$ cat src/rtl/vga_pkg.sv
// Shared VGA framebuffer definitions.
// Holds the 160x120 framebuffer geometry and the common width constants.
// It also holds the pixel and framebuffer-write record types. The clear and
// sine generators, this writer and the scan-out reader all use these types.
package vga_pkg;

    localparam int H_RES   = 160;
    localparam int V_RES   = 120;
    localparam int XW      = 8;
    localparam int YW      = 8;
    localparam int CW      = 12;
    localparam int AW      = 15;
    localparam int FB_SIZE = H_RES * V_RES;

    typedef struct packed {
        logic [XW-1:0] x;
        logic [YW-1:0] y;
        logic [CW-1:0] color;
    } pixel_t;

    typedef struct packed {
        logic [AW-1:0] addr;
        logic [CW-1:0] data;
    } fb_wr_t;

endpackage

$ cat src/rtl/pixel_fb_writer_if.sv
// Pixel stream interface between the pixel source mux and the framebuffer writer.
//   in_valid  : source offers a pixel
//   in_ready  : sink can take a pixel this cycle
//   CounterX  : pixel column
//   CounterY  : pixel row
//   color     : 4:4:4 RGB colour
// The master modport is the pixel source. The slave modport is the writer.
interface pixel_fb_writer_if;
    import vga_pkg::*;

    logic          in_valid;
    logic          in_ready;
    logic [XW-1:0] CounterX;
    logic [YW-1:0] CounterY;
    logic [CW-1:0] color;

    modport master (output in_valid, CounterX, CounterY, color, input in_ready);
    modport slave  (input in_valid, CounterX, CounterY, color, output in_ready);

endinterface

$ cat src/rtl/pix_fifo.sv
// Small synchronous FIFO holding pending framebuffer writes.
//   clk, rst_n : clock and synchronous active-low reset
//   i_push     : write i_data at the tail
//   i_data     : entry to push
//   i_pop      : drop the head entry
//   o_count    : number of stored entries (0..DEPTH)
//   o_head     : current head entry (undefined when empty)
// The FIFO does not check flow. The caller never pushes when full and never
// pops when empty. DEPTH must be a power of two so that the pointers wrap
// naturally.
module pix_fifo #(
    parameter int W     = 27,
    parameter int DEPTH = 4
) (
    input  logic                       clk,
    input  logic                       rst_n,
    input  logic                       i_push,
    input  logic [W-1:0]               i_data,
    input  logic                       i_pop,
    output logic [$clog2(DEPTH):0]     o_count,
    output logic [W-1:0]               o_head
);
    localparam int PW = $clog2(DEPTH);

    logic [W-1:0]  r_mem [DEPTH];
    logic [PW-1:0] r_wr_ptr;
    logic [PW-1:0] r_rd_ptr;
    logic [PW:0]   r_count;

    always_ff @(posedge clk) begin
        if (!rst_n) begin
            r_wr_ptr <= '0;
            r_rd_ptr <= '0;
            r_count  <= '0;
        end else begin
            if (i_push) r_wr_ptr <= r_wr_ptr + 1'b1;
            if (i_pop)  r_rd_ptr <= r_rd_ptr + 1'b1;
            case ({i_push, i_pop})
                2'b10:   r_count <= r_count + 1'b1;
                2'b01:   r_count <= r_count - 1'b1;
                default: r_count <= r_count;
            endcase
        end
    end

    // Storage carries no reset; o_count decides what is meaningful.
    always_ff @(posedge clk) begin
        if (i_push) r_mem[r_wr_ptr] <= i_data;
    end

    assign o_count = r_count;
    assign o_head  = r_mem[r_rd_ptr];

endmodule

$ cat src/rtl/pixel_fb_writer.sv
// Framebuffer writer: pixel stream -> 160x120x12 framebuffer write port.
// Each accepted pixel is registered (S1) together with its range check and
// its linear address y*H_RES+x. Pixels that are in range are buffered in
// pix_fifo. The FIFO head drives the RAM write port whenever the arbiter
// does not stall.
//   clk, rst_n : clock and synchronous active-low reset
//   pix        : pixel stream, slave side (in_valid/in_ready/CounterX/CounterY/color)
//   fb_stall   : RAM port unavailable this cycle
//   fb_we      : write strobe
//   fb_addr    : write address (FIFO head, 0 when empty)
//   fb_data    : write data (FIFO head, 0 when empty)
//   idle       : nothing in S1 and nothing buffered
//   drop_cnt   : saturating count of discarded out-of-range pixels
// Optional macro PIX_DROP_CNT_EN enables drop_cnt. Without it, drop_cnt is 0.
module pixel_fb_writer import vga_pkg::*; #(
    parameter int H_RES = vga_pkg::H_RES,
    parameter int V_RES = vga_pkg::V_RES,
    parameter int XW    = vga_pkg::XW,
    parameter int YW    = vga_pkg::YW,
    parameter int CW    = vga_pkg::CW,
    parameter int AW    = vga_pkg::AW,
    parameter int DEPTH = 4
) (
    input  logic                clk,
    input  logic                rst_n,
    pixel_fb_writer_if.slave    pix,
    input  logic                fb_stall,
    output logic                fb_we,
    output logic [AW-1:0]       fb_addr,
    output logic [CW-1:0]       fb_data,
    output logic                idle,
    output logic [15:0]         drop_cnt
);
    localparam int CNTW = $clog2(DEPTH) + 1;

    logic                w_hs;
    logic                w_in_range;
    logic [31:0]         w_addr_full;
    logic                w_push;
    logic                w_pop;
    logic                w_fifo_nempty;
    logic [CNTW-1:0]     w_count;
    logic [AW+CW-1:0]    w_head;

    logic                r_vld_p1;
    logic                r_in_range_p1;
    logic [AW-1:0]       r_addr_p1;
    logic [CW-1:0]       r_color_p1;

    assign w_hs       = pix.in_valid && pix.in_ready;
    assign w_in_range = (32'(pix.CounterX) < 32'(H_RES)) && (32'(pix.CounterY) < 32'(V_RES));

    // 160 = 128 + 32, so the default geometry needs no multiplier.
    generate
        if (H_RES == 160) begin : g_addr_shift
            assign w_addr_full = (32'(pix.CounterY) << 7) + (32'(pix.CounterY) << 5)
                               + 32'(pix.CounterX);
        end else begin : g_addr_mul
            assign w_addr_full = 32'(pix.CounterY) * 32'(H_RES) + 32'(pix.CounterX);
        end
    endgenerate

    // ---- S1: registered pixel, range flag and linear address ----
    always_ff @(posedge clk) begin
        if (!rst_n) r_vld_p1 <= 1'b0;
        else        r_vld_p1 <= w_hs;
    end

    always_ff @(posedge clk) begin
        if (w_hs) begin
            r_in_range_p1 <= w_in_range;
            r_addr_p1     <= w_addr_full[AW-1:0];
            r_color_p1    <= pix.color;
        end
    end

    // ---- FIFO: buffered writes awaiting the RAM port ----
    assign w_push = r_vld_p1 && r_in_range_p1;
    assign w_pop  = fb_we;

    pix_fifo #(
        .W     (AW + CW),
        .DEPTH (DEPTH)
    ) u_fifo (
        .clk     (clk),
        .rst_n   (rst_n),
        .i_push  (w_push),
        .i_data  ({r_addr_p1, r_color_p1}),
        .i_pop   (w_pop),
        .o_count (w_count),
        .o_head  (w_head)
    );

    // A FIFO slot is reserved for the pixel sitting in S1. A push can then
    // never find the FIFO full, and in_ready uses only registered state.
    assign pix.in_ready  = ({1'b0, w_count} + {{CNTW{1'b0}}, r_vld_p1}) < (CNTW+1)'(DEPTH);

    assign w_fifo_nempty = (w_count != '0);
    assign fb_we         = w_fifo_nempty && !fb_stall;
    assign fb_addr       = w_fifo_nempty ? w_head[AW+CW-1:CW] : '0;
    assign fb_data       = w_fifo_nempty ? w_head[CW-1:0]     : '0;
    assign idle          = !w_fifo_nempty && !r_vld_p1;

`ifdef PIX_DROP_CNT_EN
    logic [15:0] r_drop_cnt;

    always_ff @(posedge clk) begin
        if (!rst_n)
            r_drop_cnt <= '0;
        else if (r_vld_p1 && !r_in_range_p1 && (r_drop_cnt != 16'hFFFF))
            r_drop_cnt <= r_drop_cnt + 16'd1;
    end

    assign drop_cnt = r_drop_cnt;
`else
    assign drop_cnt = '0;
`endif

endmodule

$ cat src/flat_wrapper.sv
// flat-port wrapper written by rule: the top's interface ports become plain ports
module pixel_fb_writer_flat import vga_pkg::*;
#(
    parameter int H_RES = vga_pkg::H_RES,
    parameter int V_RES = vga_pkg::V_RES,
    parameter int XW    = vga_pkg::XW,
    parameter int YW    = vga_pkg::YW,
    parameter int CW    = vga_pkg::CW,
    parameter int AW    = vga_pkg::AW,
    parameter int DEPTH = 4
)
  (clk, rst_n, fb_stall, fb_we, fb_addr, fb_data, idle, drop_cnt, pix_in_valid, pix_CounterX, pix_CounterY, pix_color, pix_in_ready);
  pixel_fb_writer_if pix_i ();
  input  logic clk;
  input  logic rst_n;
  input  logic fb_stall;
  output logic fb_we;
  output logic [AW-1:0] fb_addr;
  output logic [CW-1:0] fb_data;
  output logic idle;
  output logic [15:0] drop_cnt;
  input wire logic [$bits(pix_i.in_valid)-1:0] pix_in_valid;
  input wire logic [$bits(pix_i.CounterX)-1:0] pix_CounterX;
  input wire logic [$bits(pix_i.CounterY)-1:0] pix_CounterY;
  input wire logic [$bits(pix_i.color)-1:0] pix_color;
  output wire logic [$bits(pix_i.in_ready)-1:0] pix_in_ready;
  assign pix_i.in_valid = pix_in_valid;
  assign pix_i.CounterX = pix_CounterX;
  assign pix_i.CounterY = pix_CounterY;
  assign pix_i.color = pix_color;
  assign pix_in_ready = pix_i.in_ready;
  pixel_fb_writer #(.H_RES(H_RES), .V_RES(V_RES), .XW(XW), .YW(YW), .CW(CW), .AW(AW), .DEPTH(DEPTH)) u_core (.clk(clk), .rst_n(rst_n), .pix(pix_i), .fb_stall(fb_stall), .fb_we(fb_we), .fb_addr(fb_addr), .fb_data(fb_data), .idle(idle), .drop_cnt(drop_cnt));
endmodule
$ cat config.mk
export PLATFORM = sky130hd
export DESIGN_NAME = pixel_fb_writer_flat
export DESIGN_NICKNAME = d
export VERILOG_FILES = /design/src/rtl/vga_pkg.sv /design/src/rtl/pixel_fb_writer_if.sv /design/src/rtl/pix_fifo.sv /design/src/rtl/pixel_fb_writer.sv /design/src/flat_wrapper.sv
export SDC_FILE = /design/constraint.sdc
export NUM_CORES = 1
export LEC_CHECK = 0
export CAP_MARGIN = 20
export CORE_MARGIN = 2
export CORE_UTILIZATION = 50
export DETAILED_ROUTE_END_ITERATION = 8
export GPL_ROUTABILITY_DRIVEN = 0
export PLACE_DENSITY = 0.73
export REMOVE_ABC_BUFFERS = 1
export SYNTH_ARGS = -nofsm -noshare
export SYNTH_HDL_FRONTEND = slang
export SYNTH_HIERARCHICAL = 1
export SYNTH_SLANG_ARGS = --single-unit
$ cat constraint.sdc
create_clock -name clk -period 5.2 [get_ports clk]
set_input_delay 0.52 -clock clk [delete_from_list [all_inputs] [get_ports clk]]
set_output_delay 0.52 -clock clk [all_outputs]
set_load 0.01 [all_outputs]
; Word level (Yosys, flattened, before mapping)
; Memories as Yosys holds them, arrays and structs flattened. A register that Yosys moved wholly into a read port is not among the register bits.
; Cells that the tools add are included.
[totals]
output_inout_bits = 46
ramBits = 108
reg_bits = 36
n_memories = 1
input_bits = 32
[memory_table]
columns = memory, depth, width, read_ports, rd_ports_with_merged_regs, write_ports, line
row1 = u_core.u_fifo.r_mem, 4, 27, 1, 1, 1, pix_fifo.sv:25  ; logic [W-1:0] r_mem [DEPTH];
[op_classes]
n_lt_le_gt_ge = 3
n_mux = 7
n_eq_ne = 2
n_addsub = 7
reduce_logical = 10
[op_table]
columns = op, n
row1 = 15-bit by 13-bit adder with 15-bit output, 1
row2 = 15-bit by 8-bit adder with 15-bit output, 1
row3 = 15-bit 2-to-1 mux, 1
row4 = 12-bit 2-to-1 mux, 1
row5 = "8-bit by 7-bit less-than comparator with 1-bit output, second input constant", 1
row6 = "8-bit less-than comparator, second input constant", 1
row7 = 3-bit one-hot mux with 2 select lines, 1
row8 = 1-bit logical AND, 5
row9 = "2-bit by 1-bit adder with 2-bit output, second input constant", 2
row10 = 3-bit by 1-bit adder with 4-bit output, 1
row11 = "4-bit by 3-bit less-than comparator with 1-bit output, second input constant", 1
row12 = 2-bit 2-to-1 mux, 2
row13 = "3-bit by 1-bit adder with 3-bit output, second input constant", 1
row14 = 1-bit logical NOT, 3
row15 = 3-bit nonzero test, 1
row16 = "3-bit by 1-bit subtractor with 3-bit output, second input constant", 1
row17 = "2-bit by 1-bit equality test with 1-bit output, second input constant", 1
row18 = "2-bit equality test, second input constant", 1
row19 = 1-bit 2-to-1 mux, 2
row20 = 2-bit nonzero test, 1

; Longest topological paths before layout
[logic_depth]
depth_word = 4
depth_mapped = 8
ltp_nobuf = 8

; Modules after synthesis
; The synthesis kept the hierarchy.
[by_module_without_submodules]
columns = module, area_each_um2, cells_per_inst, instances, seq_area_each_um2
row1 = pix_fifo, 4372.9, 181, 1, 3423.3
row2 = pixel_fb_writer, 1707.9, 145, 1, 860.8

; Least setup slack after synthesis
; Ideal clock, no wire load.
[synth_path]
path_kind = input to register
start = input pix_CounterX[7]
end = register u_core.r_addr_p1[13], data pin
setup_ns = 0.265
t_arrival_ns = 2.309
setup_slack_ns = 2.625
n_path_buf = 0
required_ns = 4.935
cell_stages = 8
cell_sequence = inv_1 -> fa_1 -> inv_1 -> ha_1 -> a211oi_1 -> nor3_2 -> mux2i_1 -> or3_1
[synth_between]
elab_chain_len = 1
[synth_lines]
columns = element, line
row1 = "start, declared", flat_wrapper.sv:23  ; input wire logic [$bits(pix_i.CounterX)-1:0] pix_CounterX;
row2 = 15-bit by 8-bit adder with 15-bit output, pixel_fb_writer.sv:57  ; + 32'(pix.CounterX);
row3 = via u_core.w_addr_full[13], pixel_fb_writer.sv:38  ; logic [31:0] w_addr_full;
row4 = "end signal, assigned", pixel_fb_writer.sv:72  ; r_addr_p1 <= w_addr_full[AW-1:0];
row5 = "end, declared", pixel_fb_writer.sv:47  ; logic [AW-1:0] r_addr_p1;
; The timed path passes the listed nets, and every way through them passes these cells.
; A chain may end at the register's enable or synchronous reset.

==> impl_metrics.csv <==
group,metric,value,unit
sta,rsz0062_at_grt,"no",
worst_setup_path,r2r-end,"u_core/u_fifo/o_count[2]$_SDFFE_PN0P_",
clock_network,root_buffer,"clkbuf_16",
min_path,min_path_cells,0,
logic_synthesis,ys_ff_latch,146,
finish,synthToLayoutAreaGrowth,21.3,%
logic_synthesis,yosysUniqueCellTypes,38,
status,status,"complete, no violations",
clock_network,cts-resized-gates,0,
global_route,grt_usage,16.2,%
logic_synthesis,synth_top_area_cell,"edfxtp_1",
clock_network,cts_made_buffers,17,
clock_network,clkSlewWorstSetupHoldPaths,0.06,ns
worst_setup_path,critPathTopFamily,"flip-flops",
min_path,min-delay-start,"u_core/r_addr_p1[5]$_DFFE_PP_",
clock_network,cts_max_level,4,
worst_setup_path,cp_cell_sequence,"mux4_1 -> nor2b_1 -> clkdlybuf4s50_1",
worst_setup_path,r2r-start,"u_core/u_fifo/o_count[0]$_SDFFE_PN0P_",
worst_setup_path,crit_fanout,27,
floorplanning,chipHeight,114,µm
clock_network,clock_sinks,146,
logic_synthesis,syn_avg_cell_area,18.7,µm²
power,peakVddDrop,0.257,mV
sta,timing.final.crit_share,62.3,%
worst_setup_path,path_buf_inv,1,
floorplanning,row_count,40,
sta,worst_pin_slew,0.956,ns
power,powerDensity,432,nW/µm²
worst_setup_path,arrival,2.72,ns
min_path,min_path_type,"reg -> reg",
min_path,hold_end,"u_core/u_fifo/r_mem[2][17]$_DFFE_PP_",
drt,vias,2942,
job,maxCapViolCount,0,
worst_setup_path,startpoint_type,"flip-flop",
floorplanning,coreArea,12000,µm²
placed_design,dp_hpwl,6330,µm
clock_network,cts.path.max_buffers,2,
sta,slew_viol_final,0,
floorplanning,pin_count,78,
floorplanning,die_x,114,µm
worst_setup_path,critPathKind,"reg -> out",
worst_setup_path,reg2reg_slack,2.74,ns
logic_synthesis,netlist_instances,326,
global_route,grt_start_max_net_pins,29,
floorplanning,die_area,13100,µm²
global_route,grt-ovfl-total,0,
sta,finalCriticalPeriod,3.24,ns
finish,final_util,61.7,%
clock_network,post_cts_buffers,0,
worst_setup_path,slowest_stage,"dfxtp_2",
clock_network,clock_latency,0.41,ns
worst_setup_path,reg2regPathDepth,8,
logic_synthesis,synth_area_leaders,"edfxtp_1 67%, mux4_2 7.4%, ha_1 4.1%",
worst_setup_path,worstSetupEndpointType,"primary output",
drt,ant_nets,0,
logic_synthesis,ys_seq_area_share,70.5,%
global_route,grt_pass1_vias,3033,
sta,fmax,308,MHz
worst_setup_path,slowest_delay,0.96,ns
sta,finalSetupTns,0,ns
drt,drt_iter0_markers,202,
finish,num-nets-final,459,
clock_network,tritoncts,"done",
clock_network,ctsHoldBuffers,0,
logic_synthesis,netlist.area_leader.share,67.2,%
sta,hold_violations,0,
drt,routed_wl,9830,µm
drt,firstDrtPassIters,4,
power,p_leak,0.00252,µW
logic_synthesis,syn_area,6080,µm²
logic_synthesis,yosysWarnings,6,
drt,viasPerCell,5.22,
global_route,antenna_found_initial,0,
floorplanning,start_util,50.8,%
placed_design,io_buffers,61,
finish,antennaDiodeCount,0,
sta,finClkSkew,0.00415,ns
drt,avgRoutedWirePerCell,17.4,µm
finish,layout-drive-gt1-share,15.3,%
global_route,grt_pass1_wl,15200,µm
worst_setup_path,cp.required,4.68,ns
sta,maxSlewHeadroom,36.3,%
drt,drc,0,
sta,setup_viol,0,
==> final cells by class <==
class	count	area, µm²
timing repair buffer	68	663
inverter	12	45.0
sequential	146	4290
fill	875	4590
tap	147	184
multi-input combinational	159	1610
clock buffer	17	425
clock inverter	15	159
==> layout by cell type, fill, tap and decap left out, types with 3 or more instances in the layout <==
master	n
a21oi_1	7
and2_1	11
buf_4	7
clkbuf_16	17
clkdlybuf4s50_1	61
clkinvlp_4	6
conb_1	16
dfxtp_1	9
edfxtp_1	136
fa_1	3
ha_1	20
inv_1	12
inv_6	3
mux2i_1	3
mux4_1	7
mux4_2	20
nand2_1	3
nor2_1	6
nor2b_1	29
o21ai_0	4
xnor2_1	8
xor2_1	3
==> Yosys cell counts (all sizes together) <==
cell      n
fa        3
dfxtp    10
nand2     4
a21oi     7
clkbuf    2
mux2i     3
nand4     1
nand3     1
nor3      2
buf      22
a211oi    1
nand2b    2
xnor2     8
mux2      1
and2     11
and3      1
nor2b    29
xor2      3
inv      12
nand4b    1
or3       2
mux4     27
a21o      1
o21bai    1
a31oi     2
conb      1
nor4      1
a21boi    1
ha       20
o21ai     4
edfxtp  136
nor2      6
==> power breakdown <==
| group | switching [µW] | total [µW] | internal (µW) | leakage, µW |
|---|---|---|---|---|
| combinational | 243 | 577 | 334 | 0.000919 |
| clock | 460 | 1170 | 708 | 0.000268 |
| sequential | 79.8 | 1440 | 1360 | 0.00133 |
==> worst register-to-register path: stages (launching register included) <==
cell and delay [ns]:
dfxtp_1 0.39, nor3_4 0.19, buf_4 0.33, nor2_1 0.18
ha_1 0.26, fa_1 0.40, xnor2_1 0.15, or3_1 0.31
a21boi_0 0.17
==> flip-flops by register name, indices dropped and copies added (netlist names), named ones only <==
name	flops
u_core/r_in_range_p1	1
u_core/r_vld_p1	1
u_core/u_fifo/r_mem	108
u_core/r_color_p1	12
u_core/r_addr_p1	15
u_core/u_fifo/r_wr_ptr	2
u_core/u_fifo/r_rd_ptr	2
u_core/u_fifo/o_count	3
==> per-layer routing <==
metal / global-route usage [%] / wire length (µm)
met3: 5.51 / 472
met2: 29.3 / 5340
met5: 0 / 0
met1: 17.6 / 3920
met4: 6.34 / 88
==> metrics by stage <==
stage / setup slack [ns] / area (µm²) / power [µW] / instances / hold slack [ns]
after global placement: 2.07 / 6790 / 2030 / 532 / 0.466
after detailed placement: 2.00 / 6790 / 2050 / 532 / 0.482
final: 1.96 / 7380 / 3180 / 564 / 0.497
after floorplan: 2.63 / 5940 / 1760 / 317 / 0.459
after global routing: 1.76 / 7380 / 3320 / 564 / 0.521
after CTS: 1.85 / 7380 / 3220 / 564 / 0.501
==> worst max-delay path by stage <==
stage	start	endpoint	slack [ns]	depth (start not counted)
finish	flip-flop	fb_addr[13]	1.96	3
global route	flip-flop	fb_addr[13]	1.76	3
CTS	flip-flop	fb_addr[13]	1.85	3
detailed placement	pix_CounterX[7]	u_core/r_addr_p1[13]$_DFFE_PP_	2.00	9
global placement	pix_CounterX[7]	u_core/r_addr_p1[13]$_DFFE_PP_	2.07	9
floorplan	pix_CounterX[7]	u_core/r_addr_p1[13]$_DFFE_PP_	2.63	8
==> kinds of logic after synthesis <==
kind of cell	after synthesis	synth area share, %
compound gates	17	1.61
xor+xnor	11	1.58
fa+ha+maj	23	5.10
buf+inv	36	3.93
flops	146	70.5
mux	31	11.1
other cells	1	0.0617
simple gates	61	6.15
(Power assumes the default switching activity.)
